==> src/rtl/maf_pkg.sv <==
// maf_pkg: shared definitions for the MAF normalise-prep stage.
//  - Mode encodings for cont[1:0]. Any value with cont[1] set is fused.
//  - Default geometry (LANES/EW/PW/SHW/CW).
//  - payload_w(): width of the flattened entry held in the skid buffer.
package maf_pkg;

  localparam logic [1:0] MODE_FUSED1     = 2'b00;
  localparam logic [1:0] MODE_SPLIT      = 2'b01;
  localparam int         MODE_FUSED3_BIT = 1;     // cont[1]=1 -> fused

  localparam int DEF_LANES = 2;
  localparam int DEF_EW    = 6;
  localparam int DEF_PW    = 74;
  localparam int DEF_SHW   = 5;
  localparam int DEF_CW    = 3;

  // Entry layout: {cont, p, sh, esh, revi, sgn, spc, d, e, uflow}
  function automatic int payload_w(int lanes, int ew, int pw, int shw, int cw);
    return cw + pw + lanes*shw + 3*lanes + 3*lanes + 2*lanes*ew + lanes;
  endfunction

  // Split only for exactly 01; cont[1] wins, so 11 stays fused.
  function automatic logic is_split(logic [1:0] mode);
    return (mode == MODE_SPLIT);
  endfunction

endpackage

==> src/rtl/maf_exp_adj.sv <==
// maf_exp_adj: combinational segmented exponent correction e = epre - revi.
//  Fused mode: one LANES*EW-bit subtraction of revi[0]; borrow on uflow[0].
//  Split mode: LANES independent EW-bit subtractions, segment k uses revi[k];
//              the borrow chain is cut between segments, uflow[k] per segment.
//  Optional macro MAF_EXP_SAT_EN: a segment (fused: the whole word) that
//  borrows is forced to 0 instead of wrapping; uflow is reported either way.
// Ports:
//  mode  in  2          cont[1:0]
//  epre  in  LANES*EW   precomputed exponent
//  revi  in  LANES      per-lane LZA revise bit
//  e     out LANES*EW   corrected exponent
//  uflow out LANES      borrow out(s)
module maf_exp_adj
  import maf_pkg::*;
#(
  parameter int LANES = DEF_LANES,
  parameter int EW    = DEF_EW
) (
  input  logic [1:0]          mode,
  input  logic [LANES*EW-1:0] epre,
  input  logic [LANES-1:0]    revi,
  output logic [LANES*EW-1:0] e,
  output logic [LANES-1:0]    uflow
);

  logic split;
  assign split = is_split(mode);

  always_comb begin
    logic             bin;
    logic [EW:0]      seg;
    logic [LANES-1:0] bout;
    e     = '0;
    uflow = '0;
    bout  = '0;
    bin   = 1'b0;
    seg   = '0;
    for (int k = 0; k < LANES; k++) begin
      // Split: each segment starts fresh with its own revise bit.
      // Fused: segment 0 takes revi[0], later segments ripple the borrow.
      if (split)       bin = revi[k];
      else if (k == 0) bin = revi[0];
      seg             = {1'b0, epre[k*EW +: EW]} - {{EW{1'b0}}, bin};
      e[k*EW +: EW]   = seg[EW-1:0];
      bout[k]         = seg[EW];
      bin             = seg[EW];
    end
    if (split) uflow    = bout;
    else       uflow[0] = bout[LANES-1];
`ifdef MAF_EXP_SAT_EN
    if (split) begin
      for (int k = 0; k < LANES; k++)
        if (bout[k]) e[k*EW +: EW] = '0;
    end else if (bout[LANES-1]) begin
      e = '0;
    end
`endif
  end

endmodule

==> src/rtl/maf_norm_stage.sv <==
// maf_norm_stage: T4_3 stage of the multi-precision MAF pipeline.
//  Computes the corrected exponent on input (maf_exp_adj), then stores it
//  with the rest of the entry in a 2-entry skid buffer (main + skid).
//  Latency 1: an entry accepted at edge N is on the outputs after edge N.
//  in_ready is registered (= !skid valid), so out_ready never reaches it
//  combinationally. flush empties both entries; rst beats flush.
//  Payload outputs hold when out_valid=0; only reset zeroes them.
//  Optional macro MAF_EXP_SAT_EN (see maf_exp_adj): saturate on borrow.
// Ports:
//  clk, rst (sync, active high), flush
//  in_valid/in_ready, cont_in, p_in, sh_in, esh_in, revi_in, epre_in,
//  sgn_in, spc_in, d_in                          upstream entry
//  out_valid/out_ready, *_out registered copies, e_out, uflow_out
module maf_norm_stage
  import maf_pkg::*;
#(
  parameter int LANES = DEF_LANES,
  parameter int EW    = DEF_EW,
  parameter int PW    = DEF_PW,
  parameter int SHW   = DEF_SHW,
  parameter int CW    = DEF_CW
) (
  input  logic                   clk,
  input  logic                   rst,
  input  logic                   flush,
  input  logic                   in_valid,
  output logic                   in_ready,
  input  logic [CW-1:0]          cont_in,
  input  logic [PW-1:0]          p_in,
  input  logic [LANES*SHW-1:0]   sh_in,
  input  logic [LANES-1:0]       esh_in,
  input  logic [LANES-1:0]       revi_in,
  input  logic [LANES*EW-1:0]    epre_in,
  input  logic [LANES-1:0]       sgn_in,
  input  logic [3*LANES-1:0]     spc_in,
  input  logic [LANES*EW-1:0]    d_in,
  output logic                   out_valid,
  input  logic                   out_ready,
  output logic [CW-1:0]          cont_out,
  output logic [PW-1:0]          p_out,
  output logic [LANES*SHW-1:0]   sh_out,
  output logic [LANES-1:0]       esh_out,
  output logic [LANES-1:0]       revi_out,
  output logic [LANES-1:0]       sgn_out,
  output logic [3*LANES-1:0]     spc_out,
  output logic [LANES*EW-1:0]    d_out,
  output logic [LANES*EW-1:0]    e_out,
  output logic [LANES-1:0]       uflow_out
);

  localparam int PLW = payload_w(LANES, EW, PW, SHW, CW);

  logic [LANES*EW-1:0] e_in;
  logic [LANES-1:0]    uf_in;

  maf_exp_adj #(.LANES(LANES), .EW(EW)) u_exp_adj (
    .mode  (cont_in[1:0]),
    .epre  (epre_in),
    .revi  (revi_in),
    .e     (e_in),
    .uflow (uf_in)
  );

  logic [PLW-1:0] pl_in;
  assign pl_in = {cont_in, p_in, sh_in, esh_in, revi_in, sgn_in, spc_in, d_in, e_in, uf_in};

  logic [PLW-1:0] main_q, main_d, skid_q, skid_d;
  logic           main_vld_q, main_vld_d;
  logic           skid_vld_q, skid_vld_d;
  logic           in_ready_q, in_ready_d;
  logic           acc, drain;

  always_comb begin
    acc        = in_valid & in_ready_q & ~flush;
    drain      = main_vld_q & out_ready;
    main_d     = main_q;
    skid_d     = skid_q;
    main_vld_d = main_vld_q;
    skid_vld_d = skid_vld_q;
    if (flush) begin
      main_vld_d = 1'b0;
      skid_vld_d = 1'b0;
    end else if (main_vld_q && !drain) begin
      // Main is held: a new entry parks in skid (in_ready implies skid empty).
      if (acc) begin
        skid_d     = pl_in;
        skid_vld_d = 1'b1;
      end
    end else if (skid_vld_q) begin
      // Main drains (or is empty): skid moves up; no accept possible here.
      main_d     = skid_q;
      main_vld_d = 1'b1;
      skid_vld_d = 1'b0;
    end else begin
      // Main empty or draining with skid empty: new entry goes straight to main.
      main_vld_d = acc;
      if (acc) main_d = pl_in;
    end
    in_ready_d = ~skid_vld_d;
  end

  always_ff @(posedge clk) begin
    if (rst) begin
      main_q     <= '0;
      skid_q     <= '0;
      main_vld_q <= 1'b0;
      skid_vld_q <= 1'b0;
      in_ready_q <= 1'b0;
    end else begin
      main_q     <= main_d;
      skid_q     <= skid_d;
      main_vld_q <= main_vld_d;
      skid_vld_q <= skid_vld_d;
      in_ready_q <= in_ready_d;
    end
  end

  assign out_valid = main_vld_q;
  assign in_ready  = in_ready_q;
  assign {cont_out, p_out, sh_out, esh_out, revi_out, sgn_out, spc_out,
          d_out, e_out, uflow_out} = main_q;

endmodule

==> config.mk <==
export PLATFORM = sky130hd
export DESIGN_NAME = maf_norm_stage
export DESIGN_NICKNAME = d
export VERILOG_FILES = /design/src/rtl/maf_pkg.sv /design/src/rtl/maf_exp_adj.sv /design/src/rtl/maf_norm_stage.sv
export SDC_FILE = /design/constraint.sdc
export NUM_CORES = 1
export LEC_CHECK = 0
export ABC_AREA = 1
export BUFFER_PORTS_ARGS = -buffer_cell sky130_fd_sc_hd__buf_2
export CORE_ASPECT_RATIO = 1.2
export CORE_MARGIN = 1
export CORE_UTILIZATION = 35
export CTS_CLUSTER_SIZE = 8
export DETAILED_ROUTE_END_ITERATION = 16
export GPL_ROUTABILITY_DRIVEN = 0
export PLACE_DENSITY = 0.68
export SYNTH_ARGS = -nofsm -noshare
export SYNTH_HDL_FRONTEND = slang
export SYNTH_SLANG_ARGS = --single-unit
==> constraint.sdc <==
create_clock -name clk -period 2.2 [get_ports clk]
set_clock_uncertainty 0.1 [all_clocks]
set_input_delay 0.11 -clock clk [delete_from_list [all_inputs] [get_ports clk]]
set_output_delay 0.11 -clock clk [all_outputs]
set_load 0.05 [all_outputs]
==> flow_summary.ini <==
[flow_run]
drv_cap = 0

[clocking]
clock_tree.htree_level_count = 2
number_of_buffers_added_by_the_clock_tree_synthesis_step = 37
worst_skew_pair.late_latency_ns = 0.50
postCtsSetupBuffers = 0
root_buffer_cell = clkbuf_16
cts-root-to-sink-buffers = 3
clock_pin_slew_of_the_registers_on_the_worst_case_setup_and_hold_paths_ns = 0.05
cts_tree = yes
cts_sinks = 253

[global_route]
grt_antenna_before_repair = 0
grt_start_max_net_pins = 166
overflow = 0
globalRouteTotalUtil_pct = 20.37
grt_pass1_wl_mm = 51.29
first_global_vias = 10320

[yosys]
synth.yosys.seq_area_share_pct = 48.88
synth.cell_area_um2 = 10360
post_synth_net_total = 1623
synth_warn = 0
synth_area_per_cell_um2 = 6.949
postSynthRegisterBits = 253
synthesized_instance_count = 1491
yosysUniqueCellTypes = 20

[worst_setup_path]
timing.critical_path.to_type = flip-flop
criticalPathCategory = primary input to flip-flop
cp-startpoint = epre_in[0]
crit_path_start_kind = primary input
rrSetupSlack_ns = 0.22
critical_path_arrival_ns = 2.39
critical_path.endpoint = main_q[1]
critical_path_required_ns = 2.52
critPathMaxFanout = 4
reg2reg_from = out_valid
reg2reg_to = out_valid
reg2regPathDepth = 6

[floorplanning]
dieWidth_um = 159.1
die_h_um = 190.5
starting_density_of_the_core_pct = 35.82
area_of_the_die_um2 = 30300
io_pins = 255
placeableCoreArea_um2 = 28930
core.rowCount = 68

[route]
drt_drc_violations_left = 0
ant_nets = 0
drt_iter0_drc = 659
viasPerCell = 4.797
route.vias.total = 10600
drt-wirelength-per-cell_um = 14.11
finalWirelength_mm = 31.16
drt_pre_antenna_iters = 5

[finish]
postLayoutCoreUtil_pct = 48.89
layout.cells.most_common_list = 518 x nand2_1, 253 x buf_2, 252 x dfxtp_1, 179 x nor2_1, 175 x a21oi_1
layout.filler_cells = 2778
final_net_count = 1953
layout.cells.most_common = nand2_1
multiInputGateArea_um2 = 4599
finish.instance_area_um2 = 14140
regArea_um2 = 5069
layout-drive-gt1-share_pct = 17.82
insertedDiodeCount = 0
area_growth_pct = 36.49

[power]
static-leakage-power_nw = 6.296
maximum_resistive_drop_on_vdd_v = 0.0005357
power.density_nw_per_um2 = 776.0

[placement]
post_dp_cell_area_um2 = 11850
dpl.hpwl_mm = 17.68
io_buf_count = 254

[sta]
slew_headroom_pct = 33.47
worst_slew_pin_slew_ns = 0.9980
setup-violations-final = 0
post-route-min-period_ns = 2.076
clock.fmax_ghz = 0.4818
maxSlewViolCount = 0
post-route-period-util_pct = 94.35
report.final.hold_viol_count = 0

[worst_hold_path]
worstHoldPathType = primary input to flip-flop
min-delay-start = in_valid

[outcome]
status = complete, no violations
==> registers in the layout, summed over array words and instances (netlist names) <==
register	cells
skid_q	125
out_valid	1
in_ready	1
main_q	125
skid_vld_q	1
==> synth_stat cells <==
cell / instances / area, um2
nand2_1: 519 / 1948
dfxtp_1: 253 / 5065
nor2_1: 179 / 671.9
a21oi_1: 176 / 880.8
o21ai_0: 172 / 860.8
inv_1: 55 / 206.5
buf_2: 54 / 270.3
clkbuf_1: 43 / 161.4
nand3_1: 7 / 35.03
xor2_1: 6 / 52.55
buf_6: 4 / 45.04
ha_1: 4 / 50.05
o21ai_1: 4 / 20.02
buf_1: 3 / 11.26
buf_4: 3 / 22.52
inv_2: 3 / 11.26
mux2i_1: 2 / 20.02
nand4_1: 2 / 12.51
nand3_2: 1 / 10.01
nor2_2: 1 / 6.260
==> final cells by class <==
type	instances	area share, %
clock buffer	40	6.927
clock inverter	2	0.09732
inverter	58	1.584
multi-input combinational	1073	32.52
sequential	253	35.84
tap	385	3.406
timing repair buffer	398	19.62
==> report_power, final <==
| part | internal, W | switching, W |
|---|---|---|
| combinational | 0.000443 | 0.000754 |
| clock | 0.00310 | 0.00194 |
| sequential | 0.00469 | 0.0000489 |
| total | 0.00823 | 0.00274 |
==> cell families after synthesis <==
logic type / Yosys count / synth area share (%)
AOI/OAI and AO/OA: 352 / 17.00
adders and majority gates: 4 / 0.4831
DFF: 253 / 48.88
muxes: 2 / 0.1932
buffers and inverters: 165 / 7.028
and+or+nand+nor: 709 / 25.90
xor gates and xnor gates: 6 / 0.5072
==> critical path: stages <==
cell,delay [ns]
dlygate4sd3_1,0.53
buf_2,0.13
inv_1,0.05
ha_2,0.20
ha_2,0.20
nand3_1,0.12
o21ai_1,0.15
ha_2,0.22
ha_2,0.21
nand3_1,0.10
inv_1,0.10
nand3_1,0.07
a21oi_1,0.19
==> metal layers <==
| layer | vias to the layer above | GRT usage (%) | wire length (um) | part of all wire (%) |
|---|---|---|---|---|
| li1 | 5371 | - | - | - |
| met1 | 4815 | 24.31 | 13230 | 42 |
| met2 | 330 | 35.07 | 14870 | 48 |
| met3 | 81 | 3.719 | 1635 | 5.2 |
| met4 | 0 | 10.32 | 1427 | 4.6 |
| met5 | - | 0 | 0 | 0 |
==> through the flow <==
step	cells	hold slack, ns	power (W)	worst slack (ns)	TNS [ns]
after global placement	2039	0.2587	0.005824	0.1096	0
after global routing	2209	0.06898	0.01142	-0.005261	-0.005261
after detailed placement	2039	0.2593	0.005834	0.05676	0
after floorplan	1491	0.1531	0.005489	0.4516	0
final	2209	0.02684	0.01097	0.1244	0
after CTS	2209	0.01485	0.01112	0.04164	0
==> worst min path at each step <==
| stage | slack (ns) | to | cells past startpoint |
|---|---|---|---|
| detailed placement | 0.26 | skid_q[110] | 3 |
| CTS | 0.01 | skid_vld_q | 5 |
| floorplan | 0.15 | skid_q[108] | 2 |
| global route | 0.07 | skid_vld_q | 5 |
| finish | 0.03 | skid_vld_q | 5 |
| global placement | 0.26 | skid_q[110] | 3 |
==> what timing repair did <==
action / 4_1_cts / 5_1_grt
endpoints found under the hold margin: 248 / 0
setup endpoints to repair: 0 / 9
gates resized for setup: 0 / 7
hold buffers: 128 / 0
Note: power is estimated with default switching activity, not from simulation.
